===== src/rtl/uart_pkg.sv =====
// rtl/uart_pkg.sv - shared types and helpers for the UART TX write-port arbiter
package uart_pkg;

  typedef enum logic {IDLE, LOCK} arb_state_t;

  function automatic int arb_idx_w(input int n);
    return (n < 2) ? 1 : $clog2(n);
  endfunction

endpackage


===== src/rtl/rr_pick.sv =====
// rtl/rr_pick.sv - combinational round-robin picker: first set req bit after rr_ptr, wrapping
module rr_pick
  import uart_pkg::*;
#(
  parameter int N_REQ = 4,
  parameter int IDX_W = arb_idx_w(N_REQ)
) (
  input  logic [N_REQ-1:0] req,
  input  logic [IDX_W-1:0] rr_ptr,
  output logic             found,
  output logic [IDX_W-1:0] idx
);

  logic [IDX_W-1:0] cand;

  // Walk from the farthest offset down so the nearest candidate after rr_ptr wins last.
  always_comb begin
    found = 1'b0;
    idx   = '0;
    cand  = '0;
    for (int k = N_REQ; k >= 1; k--) begin
      cand = IDX_W'((int'(rr_ptr) + k) % N_REQ);
      if (req[cand]) begin
        found = 1'b1;
        idx   = cand;
      end
    end
  end

endmodule


===== src/rtl/uart_tx_arb.sv =====
// rtl/uart_tx_arb.sv - frame-locked round-robin arbiter for the UART TX FIFO write port
// Optional forced release after MAX_BURST bytes: define UART_ARB_BURST_LIMIT_EN.
module uart_tx_arb
  import uart_pkg::*;
#(
  parameter int N_REQ     = 4,
  parameter int D_W       = 8,
  parameter int MAX_BURST = 16
) (
  input  logic                     clk,
  input  logic                     rst,
  input  logic                     module_enable,
  input  logic [N_REQ-1:0]         req_valid,
  input  logic [N_REQ-1:0]         req_last,
  input  logic [N_REQ*D_W-1:0]     req_data,
  output logic [N_REQ-1:0]         req_ready,
  input  logic                     ff_full,
  output logic                     ff_wr_en,
  output logic [D_W-1:0]           ff_data,
  output logic [$clog2(N_REQ)-1:0] grant_id,
  output logic                     busy
);

  localparam int ARB_IDX_W = arb_idx_w(N_REQ);

  arb_state_t           state;
  logic [ARB_IDX_W-1:0] rr_ptr;
  logic                 pick_found;
  logic [ARB_IDX_W-1:0] pick_idx;
  logic                 xfer;
  logic                 release_frame;
  logic [D_W-1:0]       data_arr [N_REQ];

  if (N_REQ < 2 || MAX_BURST < 1) begin : g_bad_params
    // Unsupported configuration; intentionally left without logic.
  end

  for (genvar i = 0; i < N_REQ; i++) begin : g_data
    assign data_arr[i] = req_data[i*D_W +: D_W];
  end

  rr_pick #(
    .N_REQ (N_REQ),
    .IDX_W (ARB_IDX_W)
  ) u_pick (
    .req    (req_valid),
    .rr_ptr (rr_ptr),
    .found  (pick_found),
    .idx    (pick_idx)
  );

  // Gated by rst so a reset mid-frame stops writes in the same cycle.
  always_comb begin
    req_ready = '0;
    if (rst && state == LOCK && !ff_full) req_ready[grant_id] = 1'b1;
  end

  assign xfer     = req_valid[grant_id] && req_ready[grant_id];
  assign ff_wr_en = xfer;
  assign ff_data  = xfer ? data_arr[grant_id] : '0;
  assign busy     = (state == LOCK);

`ifdef UART_ARB_BURST_LIMIT_EN
  localparam int BC_W = $clog2(MAX_BURST + 1);
  logic [BC_W-1:0] burst_cnt;

  assign release_frame = xfer && (req_last[grant_id] || burst_cnt == BC_W'(MAX_BURST - 1));

  always_ff @(posedge clk) begin
    if (!rst) begin
      burst_cnt <= '0;
    end else if (release_frame) begin
      burst_cnt <= '0;
    end else if (xfer) begin
      burst_cnt <= burst_cnt + 1'b1;
    end
  end
`else
  assign release_frame = xfer && req_last[grant_id];
`endif

  always_ff @(posedge clk) begin
    if (!rst) begin
      state    <= IDLE;
      rr_ptr   <= ARB_IDX_W'(N_REQ - 1);
      grant_id <= '0;
    end else begin
      case (state)
        IDLE: begin
          if (module_enable && pick_found) begin
            state    <= LOCK;
            grant_id <= pick_idx;
          end
        end
        LOCK: begin
          if (release_frame) begin
            state  <= IDLE;
            rr_ptr <= grant_id;
          end
        end
        default: state <= IDLE;
      endcase
    end
  end

endmodule


===== config.mk =====
export PLATFORM = sky130hd
export DESIGN_NAME = uart_tx_arb
export DESIGN_NICKNAME = d
export VERILOG_FILES = /design/src/rtl/uart_pkg.sv /design/src/rtl/rr_pick.sv /design/src/rtl/uart_tx_arb.sv
export SDC_FILE = /design/constraint.sdc
export NUM_CORES = 1
export LEC_CHECK = 0
export CORE_MARGIN = 1
export CORE_UTILIZATION = 31
export CTS_BUF_LIST = sky130_fd_sc_hd__clkbuf_16
export DETAILED_ROUTE_END_ITERATION = 10
export GPL_ROUTABILITY_DRIVEN = 0
export PLACE_DENSITY_LB_ADDON = 0.05
export SLEW_MARGIN = 20
export SYNTH_ARGS = -nofsm -noshare
export SYNTH_HDL_FRONTEND = slang
export SYNTH_HIERARCHICAL = 1
export SYNTH_SLANG_ARGS = --single-unit

===== constraint.sdc =====
create_clock -name clk -period 2.1 [get_ports clk]
set_input_delay 0.42 -clock clk [delete_from_list [all_inputs] [get_ports clk]]
set_output_delay 0.42 -clock clk [all_outputs]
set_load 0.005 [all_outputs]

==> flow_metrics.env <==
export IMPL_grt_pass1_vias=875
export IMPL_drive_gt1_share_pct=30.99
export IMPL_port_buffers=59
export IMPL_hold_path_depth=3
export IMPL_hold_viol_final=0
export IMPL_synthSimpleGateAreaFrac_pct=26.78
export IMPL_cap_violations=0
export IMPL_syn_mean_instance_area_sq_um=9.955
export IMPL_antennaDiodeCount=0
export IMPL_finalCritPeriodShare_pct=99.83
export IMPL_final_cell_mix="clkdlybuf4s50_1 (40), buf_4 (11), mux4_2 (10), clkdlybuf4s15_1 (8), nor2_1 (7)"
export IMPL_drtPass1Iterations=4
export IMPL_setup_violations=0
export IMPL_status="completed"
export IMPL_pin_count=60
export IMPL_viasPerCell=5.041
export IMPL_clk_latency_ps=230
export IMPL_skew_ps=2.598
export IMPL_fillers=151
export IMPL_synth_fp_nets=113
export IMPL_rows=16
export IMPL_root_buffer="clkbuf_16"
export IMPL_ys_seq_area_share_pct=14.57
export IMPL_final_common_cell="clkdlybuf4s50_1"
export IMPL_drt_iter0_drc=7
export IMPL_synthXorXnorAreaFrac_pct=0
export IMPL_leakagePower_nw=0.6362
export IMPL_wl_per_cell_um=15.18
export IMPL_end_kind="output pin"
export IMPL_clock_path_buffers=2
export IMPL_power_mw=0.6101
export IMPL_grt_use_total_pct=21.87
export IMPL_worstSetupPathType="reg -> out"
export IMPL_grt_first_pass_wirelength_um=4146
export IMPL_cts_tree="yes"
export IMPL_synth_cells=69
export IMPL_grt_max_degree=13
export IMPL_r2r_cells=4
export IMPL_ys_ff_latch=5
export IMPL_htreeDepth=1
export IMPL_design_core_area_sq_um=2022
export IMPL_synth_compound_area_share_pct=10.20
export IMPL_rsz0062_at_grt="true"
export IMPL_wl_um=2565
export IMPL_worstMarginPinSlew_ps=235.2
export IMPL_worstHoldPathType="in -> reg"
export IMPL_worst_ir_drop_vdd_v=0.0006318
export IMPL_critPathLaunchType="register"
export IMPL_synthMuxAreaShare_pct=41.53
export IMPL_cp_arrival_ps=1680
export IMPL_finalCriticalPeriod_ps=2096
export IMPL_die_w_um=49.07
export IMPL_synth_adder_area_share_pct=0
export IMPL_nets=187
export IMPL_die_h_um=49.07
export IMPL_gr_total_overflow=0
export IMPL_fin_ws_ps=3.524
export IMPL_synth_top_family_by_area="multiplexers"
export IMPL_path_clk_slew_ps=30
export IMPL_numCtsBuffers=3
export IMPL_dp_hpwl_um=1763
export IMPL_yosys_warnings=6
export IMPL_dp_slack_ps=-383.2
export IMPL_synth_cell_types=24
export IMPL_drv_slew=0
export IMPL_drc=0
export IMPL_start_util_pct=33.97
export IMPL_final_core_util_pct=73.82
export IMPL_die_area_sq_um=2408
export IMPL_max_freq_ghz=0.4770
export IMPL_grt_antenna_before_repair=0
export IMPL_antenna_left=0
export IMPL_area_growth_pct=117.3
export IMPL_max_slew_margin_rel_pct=84.28
export IMPL_power_density_nw_per_um2=408.8
export IMPL_clock_sinks=5
export IMPL_setup_tns_ps=0
export IMPL_cp_required_ps=1680
export IMPL_syn_cell_area_sq_um=686.9
export IMPL_cp_max_fo=7
export IMPL_vias=852
-- worst paths after layout --
path                             startpoint          end  slack [ps]
worst max-delay path            grant_id[0]   ff_data[6]           4
worst min-delay path                    rst  grant_id[0]         540
worst max register to register  grant_id[0]    rr_ptr[0]         390
worst min register to register  grant_id[0]  grant_id[0]         580
-- per-stage QoR --
| stage | std cells | hold slack [ps] | area, sq um |
|---|---|---|---|
| after floorplan | 69 | 519.1 | 686.9 |
| after global placement | 160 | 566.2 | 1366 |
| after detailed placement | 160 | 581.2 | 1366 |
| after CTS | 167 | 585.8 | 1470 |
| after global routing | 169 | 586.8 | 1493 |
| final | 169 | 540.8 | 1493 |
-- cells in the mapped netlist, drive strengths merged --
cell	instances	share of area, %
and3	9	8.2
mux4	9	33
nor2	7	3.8
mux2i	6	8.7
buf	5	5.3
dfxtp	5	15
nand2	5	2.7
a21oi	4	3.5
nand2b	3	2.7
nor3b	3	3.3
a221o	2	2.9
and3b	2	2.6
inv	2	1.1
a31oi	1	0.91
and2	1	1.3
and2b	1	1.1
clkbuf	1	0.55
nand3b	1	1.1
o21ai	1	0.73
o221ai	1	2.2
-- logic make-up after synthesis --
group	count (synthesis)
compound gates	9
flops	5
mux	15
buf+inv	8
simple gates	32
-- state kept, by name, indices dropped and copies added (netlist names) --
name	count
busy	1
grant_id	2
rr_ptr	2
-- repair_timing --
action                     in CTS  in global routing
cloned                          1                  1
gates resized for setup        40                 17
pin swaps                       7                  1
hold buffers                    0                  0
setup endpoints to repair      13                  8
setup buffers                   2                  1
-- where the power goes --
part	leakage, nW	internal [mW]	switching (mW)
Combinational	0.552	0.139	0.0590
Sequential	0.0416	0.0987	0.00668
Clock	0.0423	0.246	0.0604
Total	0.636	0.484	0.126
-- layer usage --
metal | GRT usage, % | routed length (um) | share of wire, % | up-vias
met2 | 35.84 | 1249 | 49 | 33
li1 | - | - | - | 413
met5 | 0 | 0 | 0 | -
met4 | 1.471 | 0 | 0 | 0
met1 | 30.84 | 1150 | 45 | 406
met3 | 4.050 | 165 | 6.4 | 0
-- worst max-delay path: stages, from the launching register on --
cell and delay (ps):
dfxtp_4 380, buf_12 140, buf_4 110, mux4_2 480, and3_1 150, clkdlybuf4s15_1 190
-- cell type report --
class	count	area, sq um	area share, %
clock inverter	1	3.754	0.2515
tap	27	33.78	2.263
timing repair buffer	74	698.2	46.77
inverter	2	7.507	0.5029
multi-input combinational	57	570.5	38.22
sequential	5	103.9	6.957
clock buffer	3	75.07	5.029
Note: power is estimated with default switching activity, not from simulation.
